`config.mk`:
```
export PLATFORM = sky130hd
export DESIGN_NAME = pix_byte_packer
export DESIGN_NICKNAME = d
export VERILOG_FILES = /design/src/rtl/pix_byte_packer.sv
export SDC_FILE = /design/constraint.sdc
export NUM_CORES = 1
export LEC_CHECK = 0
export CORE_UTILIZATION = 55
export DETAILED_ROUTE_END_ITERATION = 8
export PLACE_DENSITY = 0.73
export SLEW_MARGIN = 20
export SYNTH_ARGS = -nofsm -noshare
export SYNTH_HDL_FRONTEND = slang
export SYNTH_SLANG_ARGS = --single-unit
```
`constraint.sdc`:
```
create_clock -name clk -period 5.54 [get_ports clk]
set_input_delay 1.108 -clock clk [delete_from_list [all_inputs] [get_ports clk]]
set_output_delay 1.108 -clock clk [all_outputs]
set_load 0.05 [all_outputs]
```
`src/rtl/pix_byte_packer.sv`:
```
// Pixel byte packer: buffers 12-bit camera pixels in a small FIFO and emits a
// self-framing byte stream (2-bit type prefix per byte) over valid/ready.
// Optional line markers are compiled in when PIXPK_LINE_MARK_EN is defined.
module pix_byte_packer #(
  parameter int unsigned FIFO_DEPTH  = 16,
  parameter int unsigned SYNC_STAGES = 2
) (
  input  logic        clk,
  input  logic        nReset,
  input  logic [11:0] pix_data,
  input  logic        wr_cmplt,
  input  logic        vsync,
  input  logic        href,
  output logic [7:0]  out_data,
  output logic        out_valid,
  input  logic        out_ready,
  output logic        overflow,
  output logic [5:0]  frame_cnt
);

  localparam int unsigned PtrW = $clog2(FIFO_DEPTH);
  localparam int unsigned CntW = PtrW + 1;

  typedef enum logic [2:0] {
    StIdle  = 3'd0,
    StHdr   = 3'd1,
    StPixHi = 3'd2,
`ifdef PIXPK_LINE_MARK_EN
    StPixLo = 3'd3,
    StLine  = 3'd4
`else
    StPixLo = 3'd3
`endif
  } state_e;

  // Synchronisers and edge detectors
  logic [SYNC_STAGES-1:0] wr_sync_q, wr_sync_d;
  logic [SYNC_STAGES-1:0] vs_sync_q, vs_sync_d;
  logic                   wr_prev_q, vs_prev_q;
  logic                   wr_rise_q, wr_rise_d;
  logic                   vs_rise_q, vs_rise_d;
  logic [11:0]            pix_cap_q, pix_cap_d;

  // FIFO
  logic [11:0]     mem_q [FIFO_DEPTH];
  logic [PtrW-1:0] rd_ptr_q, rd_ptr_d, wr_ptr_q, wr_ptr_d;
  logic [CntW-1:0] cnt_q, cnt_d;
  logic            fifo_full, fifo_empty, push_ok, pop;
  logic [11:0]     rd_word;

  // Framing / output
  state_e      state_q, state_d;
  logic [7:0]  out_data_q, out_data_d;
  logic        out_valid_q, out_valid_d;
  logic [5:0]  hold_lo_q, hold_lo_d;
  logic        hdr_pend_q, hdr_pend_d, hdr_clr;
  logic [5:0]  frame_cnt_q, frame_cnt_d;
  logic        overflow_q, overflow_d;
  logic        handshake;

`ifdef PIXPK_LINE_MARK_EN
  logic [SYNC_STAGES-1:0] hr_sync_q, hr_sync_d;
  logic                   hr_prev_q;
  logic                   hr_fall_q, hr_fall_d;
  logic                   line_pend_q, line_pend_d, line_clr;
  logic [5:0]             line_cnt_q, line_cnt_d;
`else
  logic unused_href;
  assign unused_href = href;
`endif

  // Shift async inputs through the sync chain; edge pulses are registered,
  // and the pixel word is captured on the same clock its edge is detected.
  always_comb begin
    wr_sync_d = {wr_sync_q[SYNC_STAGES-2:0], wr_cmplt};
    vs_sync_d = {vs_sync_q[SYNC_STAGES-2:0], vsync};
    wr_rise_d = wr_sync_q[SYNC_STAGES-1] & ~wr_prev_q;
    vs_rise_d = vs_sync_q[SYNC_STAGES-1] & ~vs_prev_q;
    pix_cap_d = wr_rise_d ? pix_data : pix_cap_q;
`ifdef PIXPK_LINE_MARK_EN
    hr_sync_d = {hr_sync_q[SYNC_STAGES-2:0], href};
    hr_fall_d = ~hr_sync_q[SYNC_STAGES-1] & hr_prev_q;
`endif
  end

  assign fifo_full  = (cnt_q == CntW'(FIFO_DEPTH));
  assign fifo_empty = (cnt_q == '0);
  assign rd_word    = mem_q[rd_ptr_q];
  assign handshake  = out_valid_q & out_ready;

  // FIFO pointers: a frame flush is applied before the same-cycle push,
  // and a pop frees a slot for a push arriving while full.
  always_comb begin
    rd_ptr_d   = rd_ptr_q;
    wr_ptr_d   = wr_ptr_q;
    cnt_d      = cnt_q;
    push_ok    = wr_rise_q & (~fifo_full | pop | vs_rise_q);
    overflow_d = overflow_q | (wr_rise_q & ~push_ok);
    if (vs_rise_q) begin
      rd_ptr_d = wr_ptr_q;
      cnt_d    = '0;
    end else if (pop) begin
      rd_ptr_d = rd_ptr_q + PtrW'(1);
      cnt_d    = cnt_q - CntW'(1);
    end
    if (push_ok) begin
      wr_ptr_d = wr_ptr_q + PtrW'(1);
      cnt_d    = cnt_d + CntW'(1);
    end
  end

  // Pending header / frame counter (and line marker bookkeeping)
  always_comb begin
    frame_cnt_d = frame_cnt_q;
    hdr_pend_d  = hdr_pend_q;
    if (vs_rise_q) begin
      frame_cnt_d = frame_cnt_q + 6'd1;
      hdr_pend_d  = 1'b1;
    end else if (hdr_clr) begin
      hdr_pend_d = 1'b0;
    end
`ifdef PIXPK_LINE_MARK_EN
    line_cnt_d  = line_cnt_q;
    line_pend_d = line_pend_q;
    if (vs_rise_q) begin
      line_cnt_d = 6'd0;
    end else if (hr_fall_q) begin
      line_cnt_d = line_cnt_q + 6'd1;
    end
    if (hr_fall_q && !vs_rise_q) begin
      line_pend_d = 1'b1;
    end else if (line_clr) begin
      line_pend_d = 1'b0;
    end
`endif
  end

  // Byte framing FSM: every byte is loaded in one state and handed off with
  // valid dropping for one cycle between consecutive bytes.
  always_comb begin
    state_d     = state_q;
    out_data_d  = out_data_q;
    out_valid_d = out_valid_q;
    hold_lo_d   = hold_lo_q;
    pop         = 1'b0;
    hdr_clr     = 1'b0;
`ifdef PIXPK_LINE_MARK_EN
    line_clr    = 1'b0;
`endif
    unique case (state_q)
      StIdle: begin
        if (hdr_pend_q) begin
          out_data_d  = {2'b11, frame_cnt_q};
          out_valid_d = 1'b1;
          state_d     = StHdr;
`ifdef PIXPK_LINE_MARK_EN
        end else if (line_pend_q) begin
          out_data_d  = {2'b00, line_cnt_q};
          out_valid_d = 1'b1;
          state_d     = StLine;
`endif
        end else if (!fifo_empty) begin
          pop         = 1'b1;
          hold_lo_d   = rd_word[5:0];
          out_data_d  = {2'b10, rd_word[11:6]};
          out_valid_d = 1'b1;
          state_d     = StPixHi;
        end
      end
      StHdr: begin
        if (handshake) begin
          hdr_clr     = 1'b1;
          out_valid_d = 1'b0;
          state_d     = StIdle;
        end
      end
`ifdef PIXPK_LINE_MARK_EN
      StLine: begin
        if (handshake) begin
          line_clr    = 1'b1;
          out_valid_d = 1'b0;
          state_d     = StIdle;
        end
      end
`endif
      StPixHi: begin
        if (handshake) begin
          out_data_d  = {2'b01, hold_lo_q};
          out_valid_d = 1'b0;
          state_d     = StPixLo;
        end
      end
      StPixLo: begin
        // Low byte was loaded on the high-byte handshake; raise valid now.
        if (!out_valid_q) begin
          out_valid_d = 1'b1;
        end else if (out_ready) begin
          out_valid_d = 1'b0;
          state_d     = StIdle;
        end
      end
      default: begin
        out_valid_d = 1'b0;
        state_d     = StIdle;
      end
    endcase
  end

  // State registers
  always_ff @(posedge clk or negedge nReset) begin
    if (!nReset) begin
      wr_sync_q   <= '0;
      vs_sync_q   <= '0;
      wr_prev_q   <= 1'b0;
      vs_prev_q   <= 1'b0;
      wr_rise_q   <= 1'b0;
      vs_rise_q   <= 1'b0;
      pix_cap_q   <= '0;
      rd_ptr_q    <= '0;
      wr_ptr_q    <= '0;
      cnt_q       <= '0;
      state_q     <= StIdle;
      out_data_q  <= 8'h00;
      out_valid_q <= 1'b0;
      hold_lo_q   <= '0;
      hdr_pend_q  <= 1'b0;
      frame_cnt_q <= '0;
      overflow_q  <= 1'b0;
    end else begin
      wr_sync_q   <= wr_sync_d;
      vs_sync_q   <= vs_sync_d;
      wr_prev_q   <= wr_sync_q[SYNC_STAGES-1];
      vs_prev_q   <= vs_sync_q[SYNC_STAGES-1];
      wr_rise_q   <= wr_rise_d;
      vs_rise_q   <= vs_rise_d;
      pix_cap_q   <= pix_cap_d;
      rd_ptr_q    <= rd_ptr_d;
      wr_ptr_q    <= wr_ptr_d;
      cnt_q       <= cnt_d;
      state_q     <= state_d;
      out_data_q  <= out_data_d;
      out_valid_q <= out_valid_d;
      hold_lo_q   <= hold_lo_d;
      hdr_pend_q  <= hdr_pend_d;
      frame_cnt_q <= frame_cnt_d;
      overflow_q  <= overflow_d;
    end
  end

`ifdef PIXPK_LINE_MARK_EN
  // Line marker registers
  always_ff @(posedge clk or negedge nReset) begin
    if (!nReset) begin
      hr_sync_q   <= '0;
      hr_prev_q   <= 1'b0;
      hr_fall_q   <= 1'b0;
      line_pend_q <= 1'b0;
      line_cnt_q  <= '0;
    end else begin
      hr_sync_q   <= hr_sync_d;
      hr_prev_q   <= hr_sync_q[SYNC_STAGES-1];
      hr_fall_q   <= hr_fall_d;
      line_pend_q <= line_pend_d;
      line_cnt_q  <= line_cnt_d;
    end
  end
`endif

  // FIFO storage; contents need no reset since the pointers define validity.
  always_ff @(posedge clk) begin
    if (push_ok) begin
      mem_q[wr_ptr_q] <= pix_cap_q;
    end
  end

  assign out_data  = out_data_q;
  assign out_valid = out_valid_q;
  assign overflow  = overflow_q;
  assign frame_cnt = frame_cnt_q;

endmodule

```
==> results.md <==
* Final net count at 639
* Final setup violation count at 0
* Fmax at 330 MHz
* Core Area at 18,000 um2
* Synth Warn # at 0
* Final Skew at 0.0112 ns
* Largest cells by area after synthesis: edfxtp_1 57%, dfrtp_1 14%, mux4_2 9.3%
* Via/cell ratio at 6.19
* Row cnt at 49
* N_diodes at 0
* GRT busiest layer: met2
* Vias in the first global route at 5,449
* Worst slew pin tran at 0.920 ns
* Drt first pass iters at 5
* Tmin final at 3.03 ns
* Tcrit/Tclk final at 54.8%
* Post-Syn Area at 10,100 um2
* Top cells by count, synth: 192 x edfxtp_1, 58 x dfrtp_1, 42 x mux4_2
* DRC at 0
* CP cell instances: inv_1 > ha_1 > nor2b_4 > or4_4 > nand2_1 > nor3b_1 > and2_1
* Area growth, synth to finish at 13.3%
* WP depth at 7
* Bufs and invs on worst path at 1
* Root buffer cell: clkbuf_16
* Clock latency at the later pin of the worst-skew pair at 0.53 ns
* Share of the synthesized area in the top cell type at 56.8%
* Outcome: complete, no violations
* CTS buffer count at 25
* Synthesized net count at 598
* Count leader, synth: edfxtp_1
* CTS tree: built
* Filler instances at 1,234
* GPL Wtd Cong at 0.790
* Flops & latches, synth at 250
* Number of antenna violations at the first check in global routing at 0
* Post-CTS Setup Bufs at 0
* Cts hold-fix bufs at 0
* Post-synthesis cell count at 568
* Ys async rst share at 23.2%
* Sink Count at 250
* Final Hold Viols at 0
* Avg Cell Area, Syn at 17.9 um2
* PD cells at 501 nW/um2
* First-pass GRT wire length at 31,700 um
* Cell variety after synth at 58
* Htree depth at 1
* IO buf count at 32
* Setup TNS at 0 ns
* Max-cap violations at 0
* Initial Util at 56.3%
* Reg2Reg Depth at 7
* Critical Path End Type: flip-flop
* Worst hold path class: flip-flop to flip-flop
* Final Max Slew Viols at 0
* Cell family with most CP delay: simple AND/OR/NAND/NOR gates
* Hold depth at 0
* Number of flops mapped to enable cells by yosys at 192
* Die height at 138 um
* CTS resizes at 0
* Total Wirelength at 20,400 um
* Setup crit start kind: flip-flop
* GRT met1 Usage at 31.6%
* CP max stage cell: and2_1
* Chip Width at 138 um
* Met3 usage at 3.09%
* Share of cells above drive strength 1 at 18.8%
* Routed length per instance at 23.8 um
* Initial DRC count at 415
* Total area of sequential cells at 7220 um2
* Post-synthesis sequential area ratio at 71.1%
* Clock transition at path regs at 0.06 ns
* Io pins at 34
* Hold WS at 0.360 ns
* Largest area contributor in the netlist: edfxtp_1
* Post-synth top flop: edfxtp_1
* Critical Path Fanout Max at 12
* Slew HR at 38.7%
* Total global routing track utilization at 23.0%
* Leakage at 3.94 nW
* Maximum VDD drop at 383 uV
* Antenna Nets Post-Route at 0
* Dpl hpwl at 12,200 um
* Largest stage delay, worst path at 0.74 ns
* Multi-input logic area at 2740 um2
* CP Class: flip-flop to flip-flop
* Met2 Use GR at 38.8%
* CP arrival at 3.18 ns
* Max Buffers Root-to-Sink at 3
* GR Overflow Total at 0
* WP data required at 5.69 ns
* Unrepaired setup endpoints after global routing: no
* Vias post-DR at 5,302
* Full die area at 19,000 um2
* Largest net degree at the start of global routing at 59
## sequential cells by signal, summed over array words and instances, names as in the netlist
name        cells
mem_q         192
pix_cap_q      12
out_data        8
frame_cnt       6
hold_lo_q       6
cnt_q           5
rd_ptr_q        4
wr_ptr_q        4
state_q         2
vs_sync_q       2
wr_sync_q       2
hdr_pend_q      1
out_valid       1
overflow        1
vs_prev_q       1
vs_rise_q       1
wr_prev_q       1
wr_rise_q       1
## layout make-up
type / instances / share of cell area [%]
sequential: 250 / 62.8
inverter: 12 / 0.392
tap: 229 / 2.49
multi-input combinational: 282 / 23.9
clock buffer: 36 / 5.98
timing repair buffer: 38 / 3.14
clock inverter: 10 / 1.30
## final timing paths
path,startpoint,to,slack (ns)
setup reg to reg,state_q[0],mem_q[9][6],2.51
min in group asynchronous,nReset,frame_cnt[2],0.75
max in group asynchronous,nReset,rd_ptr_q[2],4.23
setup / recovery,state_q[0],mem_q[9][6],2.51
hold / removal,wr_sync_q[0],wr_sync_q[1],0.36
hold reg to reg,wr_sync_q[0],wr_sync_q[1],0.36
## cells in the final DEF (no fill, tap or decap), drive strengths merged, types with 18 or more instances in the layout
cell type / Yosys / layout
mux2: 20 / 20
clkdlybuf4s50: 0 / 31
dfrtp: 58 / 58
nor2: 20 / 20
edfxtp: 192 / 192
clkbuf: 7 / 36
mux4: 42 / 42
nand2: 18 / 18
mux2i: 18 / 18
o21ai: 19 / 19
## cell families after synthesis
| family | synth area share, % |
|---|---|
| multiplexers | 13.3 |
| XOR/XNOR | 1.38 |
| AO/OA/AOI/OAI | 5.16 |
| AND/OR/NAND/NOR | 5.69 |
| adder cells (fa/ha/maj) | 1.48 |
| flip-flops | 71.1 |
| buffers and inverters | 1.83 |
## stage by stage
step	setup slack (ns)	area [um2]	cells	util [%]	total power (W)
6_report	2.51	11500	857	63.7	0.00575
5_1_grt	2.35	11500	857	63.7	0.00600
4_1_cts	2.56	11500	857	63.7	0.00578
3_5_place_dp	2.57	10700	811	59.1	0.00408
3_3_place_gp	2.69	10700	811	59.1	0.00401
2_1_floorplan	3.10	10100	568	-	0.00366
## where the power goes
part,switching (W),leakage (nW),internal (W)
Combinational,0.000804,1.09,0.000688
Clock,0.000686,0.407,0.00101
Sequential,0.000287,2.44,0.00228
Total,0.00178,3.94,0.00398
## routing by layer
metal  up-vias  part of all wire (%)
met4         0                   2.3
met2       184                    50
met1      2763                    42
li1       2319                     -
met3        36                   5.3
met5         -                     0
## worst register-to-register path, stage by stage (launching register included)
cell     delay (ns)
dfrtp_1        0.42
inv_1          0.10
ha_1           0.34
nor2b_4        0.28
or4_4          0.18
nand2_1        0.15
nor3b_1        0.44
and2_1         0.74
(Power assumes the default switching activity.)
==> edit, RTL diff (same flow settings) <==
Re-encode `state_e` (4 states) as one-hot, 4 bits wide.
--- a/src/rtl/pix_byte_packer.sv
+++ b/src/rtl/pix_byte_packer.sv
@@ -21,15 +21,15 @@
   localparam int unsigned PtrW = $clog2(FIFO_DEPTH);
   localparam int unsigned CntW = PtrW + 1;
 
-  typedef enum logic [2:0] {
-    StIdle  = 3'd0,
-    StHdr   = 3'd1,
-    StPixHi = 3'd2,
+  typedef enum logic [3:0] {
+    StIdle  = 4'b0001,
+    StHdr   = 4'b0010,
+    StPixHi = 4'b0100,
 `ifdef PIXPK_LINE_MARK_EN
     StPixLo = 3'd3,
     StLine  = 3'd4
 `else
-    StPixLo = 3'd3
+    StPixLo = 4'b1000
 `endif
   } state_e;
 
Behaviour: no difference found for any inputs over 10 cycles, from zero or initial values and one cycle with nReset low; not proved beyond that.
==> edit against the original RTL <==
Setup slack lost 0.24 ns. Sequential cell count grew 2. Power rose by 2.0%. Maximum frequency shrank 7.5%. Synthesized area down 0.90%. Design area is 0.38% higher. First-iteration DRC count is 32% lower. Routed wire length fell by 5.7%. Clock power grew 4%. Critical path type unchanged. Largest cell class unchanged. Largest power group unchanged.
==> edit: results (changes against the original RTL) <==
[route]
wl_per_cell_um = 22.4  ; -5.8%
wl_met1_um = 8030  ; -6.7%
met2_length_um = 9690  ; -5.6%
drt_iter0_drc = 281  ; -32%

[power]
p_leak_nw = 3.93  ; -0.13%
p_comb_share_pct = 26.3  ; +0.4 points
ir_drop_uv = 360  ; -6.0%
switching_share_pct = 30.5  ; -0.38 points

[synthesis]
synth_area_leaders = edfxtp_1 (57%), dfrtp_1 (15%), mux4_2 (11%)
syn_inst = 566  ; -0.35%

[sta]
hold_ws_ns = 0.361  ; +0.00154 ns
fin_skew_ns = 0.0174  ; +0.00625 ns

[global_routing]
grt_max_degree = 61  ; +3.4%
met2_usage_pct = 37.0  ; -1.8 points
grt.met1_usage_pct = 28.8  ; -2.8 points
grt_pass1_wl_um = 29700  ; -6.1%

[layout]
fillCellCount = 1205  ; -2.4%
layout-drive-gt1-share_pct = 21.5  ; +2.7 points
finish.utilization_pct = 64.2  ; +0.46 points

[placed_design]
place_area_mm2 = 0.0106  ; about the same
gp_congestion = 0.849  ; +7.5%

[run_status]
status = finished, final reports clean

[critical_path]
reg2regPathDepth = 5  ; -2
cp_data_arrival_time_ns = 3.42  ; +0.24 ns

[min_path]
hold_start = vs_sync_q[0]

[edit: cell types whose count changed in the layout (fill, tap and decap cells not counted), sizes merged, moves of 10 or more]
cell,delta
a22o,+11
nand2,+18
buf,+10
and2,-14
mux2i,-16
a221oi,+18
[edit: layout make-up]
type | count | share of cell area (%)
clock buffers | 36 | 6.30
flip-flops and latches | 252 | 63.0
repair buffers | 48 | 3.78
multi-input cells | 277 | 22.9
well taps | 229 | 2.48
clock inverters | 10 | 1.31
inverters | 6 | 0.195
[edit: cell families (layout without fill, tap and decap cells)]
group | after synthesis | after routing | share of synthesized area [%]
flip-flops | 252 | 252 | 72.3
AND/OR/NAND/NOR | 108 | 108 | 5.35
AO/OA/AOI/OAI | 79 | 79 | 5.63
multiplexers | 65 | 65 | 12.6
buffers and inverters | 37 | 100 | 1.61
XOR/XNOR | 17 | 17 | 1.48
adder cells (fa/ha/maj) | 8 | 8 | 0.996
